[src/rtl/serial_adder_pkg.sv]
// Shared definitions for the bit-serial adder: FSM state encoding and default width.
package serial_adder_pkg;

    localparam int unsigned DEFAULT_WIDTH = 8;

    typedef enum logic [1:0] {
        IDLE  = 2'd0,
        SHIFT = 2'd1,
        DONE  = 2'd2
    } state_e;

endpackage

[src/rtl/half_adder.sv]
// One-bit half adder, combined in pairs to form the serial full-add stage.
module half_adder (
    input  logic a,
    input  logic b,
    output logic s,
    output logic c
);

    assign s = a ^ b;
    assign c = a & b;

endmodule

[src/rtl/serial_adder.sv]
// Bit-serial unsigned adder: captures a/b, adds one bit per cycle LSB-first,
// then holds sum/carry_out with a valid/ready handshake until consumed.
module serial_adder
    import serial_adder_pkg::*;
#(
    parameter int unsigned WIDTH = DEFAULT_WIDTH
) (
    input  logic             clk,
    input  logic             rst_n,
    input  logic             in_valid,
    output logic             in_ready,
    input  logic [WIDTH-1:0] a,
    input  logic [WIDTH-1:0] b,
    output logic             out_valid,
    input  logic             out_ready,
    output logic [WIDTH-1:0] sum,
    output logic             carry_out,
    output logic             busy
);

    localparam int unsigned   CW       = $clog2(WIDTH + 1);
    localparam logic [CW-1:0] CNT_LAST = CW'(WIDTH);

    state_e           state_q, state_d;
    logic [WIDTH-1:0] a_q, a_d;
    logic [WIDTH-1:0] b_q, b_d;
    logic [WIDTH-1:0] res_q, res_d;
    logic             carry_q, carry_d;
    logic [CW-1:0]    cnt_q, cnt_d;
    logic [WIDTH-1:0] sum_q, sum_d;
    logic             carry_out_q, carry_out_d;
    logic             out_valid_q, out_valid_d;
    logic             in_ready_q, in_ready_d;
    logic             busy_q, busy_d;

    logic ha0_s, ha0_c, ha1_c, sum_bit, carry_bit;

    half_adder u_ha0 (.a(a_q[0]), .b(b_q[0]),  .s(ha0_s),   .c(ha0_c));
    half_adder u_ha1 (.a(ha0_s),  .b(carry_q), .s(sum_bit), .c(ha1_c));
    assign carry_bit = ha0_c | ha1_c;

    always_comb begin
        state_d     = state_q;
        a_d         = a_q;
        b_d         = b_q;
        res_d       = res_q;
        carry_d     = carry_q;
        cnt_d       = cnt_q;
        sum_d       = sum_q;
        carry_out_d = carry_out_q;
        out_valid_d = out_valid_q;
        in_ready_d  = in_ready_q;
        busy_d      = busy_q;
        case (state_q)
            IDLE: begin
                if (in_valid && in_ready_q) begin
                    a_d        = a;
                    b_d        = b;
                    carry_d    = 1'b0;
                    cnt_d      = '0;
                    state_d    = SHIFT;
                    in_ready_d = 1'b0;
                    busy_d     = 1'b1;
                end
            end
            SHIFT: begin
                // Once all WIDTH bits are shifted, one more cycle commits the working
                // result to sum/carry_out, which keep the previous result until then.
                if (cnt_q == CNT_LAST) begin
                    state_d     = DONE;
                    busy_d      = 1'b0;
                    out_valid_d = 1'b1;
                    sum_d       = res_q;
                    carry_out_d = carry_q;
                end else begin
                    res_d   = {sum_bit, res_q[WIDTH-1:1]};
                    a_d     = a_q >> 1;
                    b_d     = b_q >> 1;
                    carry_d = carry_bit;
                    cnt_d   = cnt_q + 1'b1;
                end
            end
            DONE: begin
                if (out_ready) begin
                    state_d     = IDLE;
                    out_valid_d = 1'b0;
                    in_ready_d  = 1'b1;
                end
            end
            default: begin
                state_d     = IDLE;
                out_valid_d = 1'b0;
                in_ready_d  = 1'b1;
                busy_d      = 1'b0;
            end
        endcase
    end

    always_ff @(posedge clk or negedge rst_n) begin
        if (!rst_n) begin
            state_q     <= IDLE;
            a_q         <= '0;
            b_q         <= '0;
            res_q       <= '0;
            carry_q     <= 1'b0;
            cnt_q       <= '0;
            sum_q       <= '0;
            carry_out_q <= 1'b0;
            out_valid_q <= 1'b0;
            in_ready_q  <= 1'b1;
            busy_q      <= 1'b0;
        end else begin
            state_q     <= state_d;
            a_q         <= a_d;
            b_q         <= b_d;
            res_q       <= res_d;
            carry_q     <= carry_d;
            cnt_q       <= cnt_d;
            sum_q       <= sum_d;
            carry_out_q <= carry_out_d;
            out_valid_q <= out_valid_d;
            in_ready_q  <= in_ready_d;
            busy_q      <= busy_d;
        end
    end

    assign in_ready  = in_ready_q;
    assign out_valid = out_valid_q;
    assign sum       = sum_q;
    assign carry_out = carry_out_q;
    assign busy      = busy_q;

endmodule

[config.mk]
export PLATFORM = sky130hd
export DESIGN_NAME = serial_adder
export DESIGN_NICKNAME = d
export VERILOG_FILES = /design/src/rtl/serial_adder_pkg.sv /design/src/rtl/half_adder.sv /design/src/rtl/serial_adder.sv
export SDC_FILE = /design/constraint.sdc
export NUM_CORES = 1
export LEC_CHECK = 0
export CAP_MARGIN = 20
export CORE_ASPECT_RATIO = 0.5
export CORE_MARGIN = 8
export CORE_UTILIZATION = 52
export DETAILED_ROUTE_END_ITERATION = 8
export PLACE_DENSITY = 0.78
export REMOVE_ABC_BUFFERS = 1
export SYNTH_ARGS = -nofsm -noshare
export SYNTH_HDL_FRONTEND = slang
export SYNTH_SLANG_ARGS = --single-unit
[constraint.sdc]
create_clock -name clk -period 2.1 [get_ports clk]
set_input_delay 0.315 -clock clk [delete_from_list [all_inputs] [get_ports clk]]
set_output_delay 0.315 -clock clk [all_outputs]
set_load 0.02 [all_outputs]
# After elaboration in Yosys (flattened, before gate mapping)

Cells that the tools add are included.
W data, S select, Z words.

Word-level logic and storage cells: 62
Bits in registers: 43

Bitwise logic cells: 9
Add/subtract/negate cells: 1
Mux-type cells: 24
Equal/unequal tests: 7
Reduce and logical (&&, ||, !) cells: 10

Operators by type and width:

| kind                  | number |
|---|---|
| $mux W8               | 4 |
| $pmux W8 S2           | 2 |
| $reduce_and A3 Y1     | 5 |
| $pmux W1 S3           | 3 |
| $mux W4               | 2 |
| $ne A2 B2 Y1 const B  | 4 |
| $pmux W4 S2           | 1 |
| $mux W1               | 7 |
| $mux W2               | 3 |
| $pmux W2 S3           | 1 |
| $add A4 B1 Y4 const B | 1 |
| $eq A4 B4 Y1 const B  | 1 |
| $not A1 Y1            | 4 |
| $reduce_and A2 Y1     | 2 |
| $and A1 B1 Y1         | 2 |
| $eq A2 B1 Y1 const B  | 1 |
| $eq A2 B2 Y1 const B  | 1 |
| $logic_not A2 Y1      | 1 |
| $pmux W1 S2           | 1 |
| $reduce_bool A2 Y1    | 1 |
| $xor A1 B1 Y1         | 2 |
| $logic_and A1 B1 Y1   | 1 |
| $or A1 B1 Y1          | 1 |

# Logic depth before layout (Yosys ltp)

Depth after elaboration: 5
Mapped depth: 6
Depth with buffers taken out: 5

# By module

From an unflattened synthesis, not the netlist that was laid out.

Cells, all modules: 139
Area, all modules: 1976.9 µm²

By module, submodules not included:

| module       | sequential area each (µm²) | area an instance (µm²) | instances | cells an instance |
|---|---|---|---|---|
| serial_adder | 1077.3                     | 1951.9                 | 1         | 137 |
| half_adder   | 0.0                        | 12.5                   | 2         | 1 |

# Least setup slack after synthesis

Ideal clock, no wire load.

Kind: register -> register
Start point: register cnt_q[0]
End point: register a_q[1]
Arrival time: 1.504 ns
Library setup time: 0.125 ns
Slack: 0.471 ns
Stages on the path, launching flop included: 7
Path through: dfrtp_1 -> inv_1 -> ha_1 -> and4b_1 -> nor3_2 -> buf_4 -> mux2_2

Longest elaborated chain between the ends: 3

RTL lines:

| what                               | line                | source |
|---|---|---|
| start: declaration                 | serial_adder.sv:29  | `logic [CW-1:0] cnt_q, cnt_d;` |
| start signal: assignment           | serial_adder.sv:118 | `cnt_q <= cnt_d;` |
| $eq A4 B4 Y1                       | serial_adder.sv:69  | `if (cnt_q == CNT_LAST) begin` |
| $ne A2 B2 Y1 (no source line)      | -                   |  |
| $reduce_and A3 Y1 (no source line) | -                   |  |
| end signal: assignment             | serial_adder.sv:102 | `a_q <= '0;` |
| end signal: assignment             | serial_adder.sv:114 | `a_q <= a_d;` |
| end: declaration                   | serial_adder.sv:25  | `logic [WIDTH-1:0] a_q, a_d;` |

No other way between the ends.
A chain may end at the register's enable or synchronous reset.

# Worst setup path after layout

Start point: register in_ready_q (netlist: in_ready)
End point: output in_ready

RTL lines:

| what                     | line                | source |
|---|---|---|
| start: declaration       | serial_adder.sv:33  | `logic in_ready_q, in_ready_d;` |
| start signal: assignment | serial_adder.sv:122 | `in_ready_q <= in_ready_d;` |
| end: declaration         | serial_adder.sv:11  | `output logic in_ready,` |

No word-level cell between the ends.

==> flow_metrics.tcl <==
set metrics [dict create \
    cp-start-kind "flip-flop" \
    drc 0 \
    final_common_cell "dfrtp_1" \
    ys_warn_count 0 \
    path_max_fanout 5 \
    port_buffers 31 \
    pin_count 32 \
    cp_data_required_time_ps 1780 \
    cts.hold.buffers_added 0 \
    critPathSlowestCell "clkdlybuf4s50_1" \
    start_util_pct 55.9 \
    synth-seq-cells 43 \
    p_comb_share_pct 4.5 \
    gp_congestion 0.731 \
    ir_worst_vdd_mv 0.291 \
    die_h_um 59.7 \
    power.switching_w 0.000295 \
    syn_area_um2 1980 \
    ant_nets 0 \
    seq_area_frac_synth_pct 54.3 \
    synth_edf_count 0 \
    core_um2 3550 \
    cts.sinks 43 \
    clock_skew_ps 3.59 \
    grt_usage_pct 12.4 \
    insertion_delay_ps 290 \
    cts_buffers 5 \
    slowest_delay_ps 610 \
    place_inst 222 \
    drt-total-wl_um 3410 \
    grt_max_degree 29 \
    hold_class "in -> async" \
    ctsHtreeMaxLevel 2 \
    clk_pin_slew_ps 80 \
    drt-pass1-iter-count 4 \
    grt_pass1_wl_um 5930 \
    dr.first_iter.drc_count 28 \
    die_area_um2 6170 \
    setup_tns_ps 0 \
    worstPathArrival_ps 1470 \
    reg2reg_slack_ps 330 \
    maxCapViolCount 0 \
    cp_num_cells 1 \
    synth_ff_type "dfrtp_1" \
    cts_buffer_depth 2 \
    period_minus_slack_ps 1780 \
    layout.cells.non_filler 230 \
    reg2reg_depth 6 \
    hold_viol 0 \
    cts_tree "yes" \
    via_per_inst 5.09 \
    cp_num_buf_inv 1 \
    leakagePower_nw 1.14 \
    die_width_um 103 \
    critPathTopFamily "buffers and inverters" \
    crit_path_end_kind "output pin" \
    worstMarginPinSlew_ps 625 \
    cts_setup_buffers 0 \
    wl_per_cell_um 14.8 \
    syn_area_per_cell_um2 14.1 \
    synth.distinct_cells 33 \
    grt_pass1_vias 1271 \
    power_frac_seq_pct 54.4 \
    place_hpwl_um 2450 \
    grt-ovfl-total 0 \
    syn_to_final_growth_pct 23.7 \
    clkPwrFrac_pct 41.1 \
    rsz0062_at_grt "no" \
    internal_power_w 0.00123 \
    path_class "reg -> out" \
    period_share_pct 85.0 \
    layout_common_cells "42 x dfrtp_1, 37 x mux2_2, 30 x clkdlybuf4s50_1, 9 x inv_1, 8 x mux2i_1" \
    antenna_found_initial 0 \
    power.density_nw_per_um2 620 \
    async_flop_share_pct 100 \
    cp_cell_sequence "clkdlybuf4s50_1" \
    slew_violations 0 \
    fin_nets 201 \
    setup_viol 0 \
    slew_headroom_pct 58.3 \
    num_rows 15 \
    layout-drive-gt1-share_pct 32.4 \
    netSwitchingFraction_pct 19.4 \
    antenna_cells 0 \
    routed-via-count 1171 \
    cts.repair.resized 0 \
    fmax_mhz 561 \
    status "complete, no violations" \
    root_buffer "clkbuf_8" \
    netlist_instances 141 \
]
## final timing paths
kind	start	to
worst max register to register	cnt_q[0]	sum[2]
worst min-delay path	rst_n	cnt_q[2]
worst max-delay path	in_ready	in_ready
worst min register to register	sum[4]	sum[4]
max in group asynchronous	rst_n	in_ready
min in group clk	sum[4]	sum[4]
## synth_stat cells, types with 2 or more instances
cell type / count / area share [%]
buf_6: 2 / 1.1
nor2_1: 3 / 0.57
nand3_1: 3 / 0.76
o21ai_0: 3 / 0.76
nand2_1: 4 / 0.76
mux2_4: 4 / 3.0
ha_1: 2 / 1.3
dfrtp_1: 42 / 53
mux2_2: 37 / 21
mux2i_1: 8 / 4.0
inv_1: 9 / 1.7
buf_4: 3 / 1.1
## metal layers
layer | GRT usage, % | share of wire [%] | up-vias
li1 | - | - | 566
met1 | 15.1 | 47 | 581
met2 | 20.4 | 47 | 19
met3 | 3.70 | 4.8 | 5
met4 | 4.89 | 1.5 | 0
met5 | 0 | 0 | -
## power by group through the flow
| stage | sequential, W | combinational [W] | clock [W] |
|---|---|---|---|
| detailed placement | 0.000844 | 0.0000697 | 0 |
| CTS | 0.000827 | 0.0000704 | 0.000639 |
| finish | 0.000827 | 0.0000685 | 0.000625 |
| global route | 0.000827 | 0.0000754 | 0.000678 |
| global placement | 0.000844 | 0.0000690 | 0 |
| floorplan | 0.000844 | 0.0000136 | 0 |
## logic make-up after synthesis
group | after synthesis | share of synthesized area (%)
AOI/OAI and AO/OA | 13 | 4.67
adders and majority gates | 3 | 2.27
buffers and inverters | 16 | 5.24
DFF | 43 | 54.3
muxes | 49 | 28.1
and+or+nand+nor | 17 | 5.43
## layout make-up
cell class,instances,area (µm²)
fillers,249,1090
flip-flops and latches,43,1080
multi-input cells,82,808
repair buffers,37,363
clock buffers,7,76.3
well taps,51,63.8
inverters,9,33.8
clock inverters,1,30.0
## flip-flops by register name, indices dropped and copies added (netlist names)
signal     count
a_q            8
b_q            8
busy           1
carry_out      1
carry_q        1
cnt_q          4
in_ready       1
out_valid      1
res_q          8
state_q        2
sum            8
## per-stage QoR
stage,utilization [%],hold slack [ps],power (W),area (µm²),setup slack [ps]
5_1_grt,69.1,75.1,0.00158,2450,215
6_report,69.1,35.6,0.00152,2450,316
2_1_floorplan,-,19.4,0.000857,1910,-170
3_3_place_gp,66.1,364,0.000913,2350,289
3_5_place_dp,66.1,367,0.000913,2350,239
4_1_cts,69.1,53.6,0.00154,2450,306
Power figures use the tool's default switching activity.
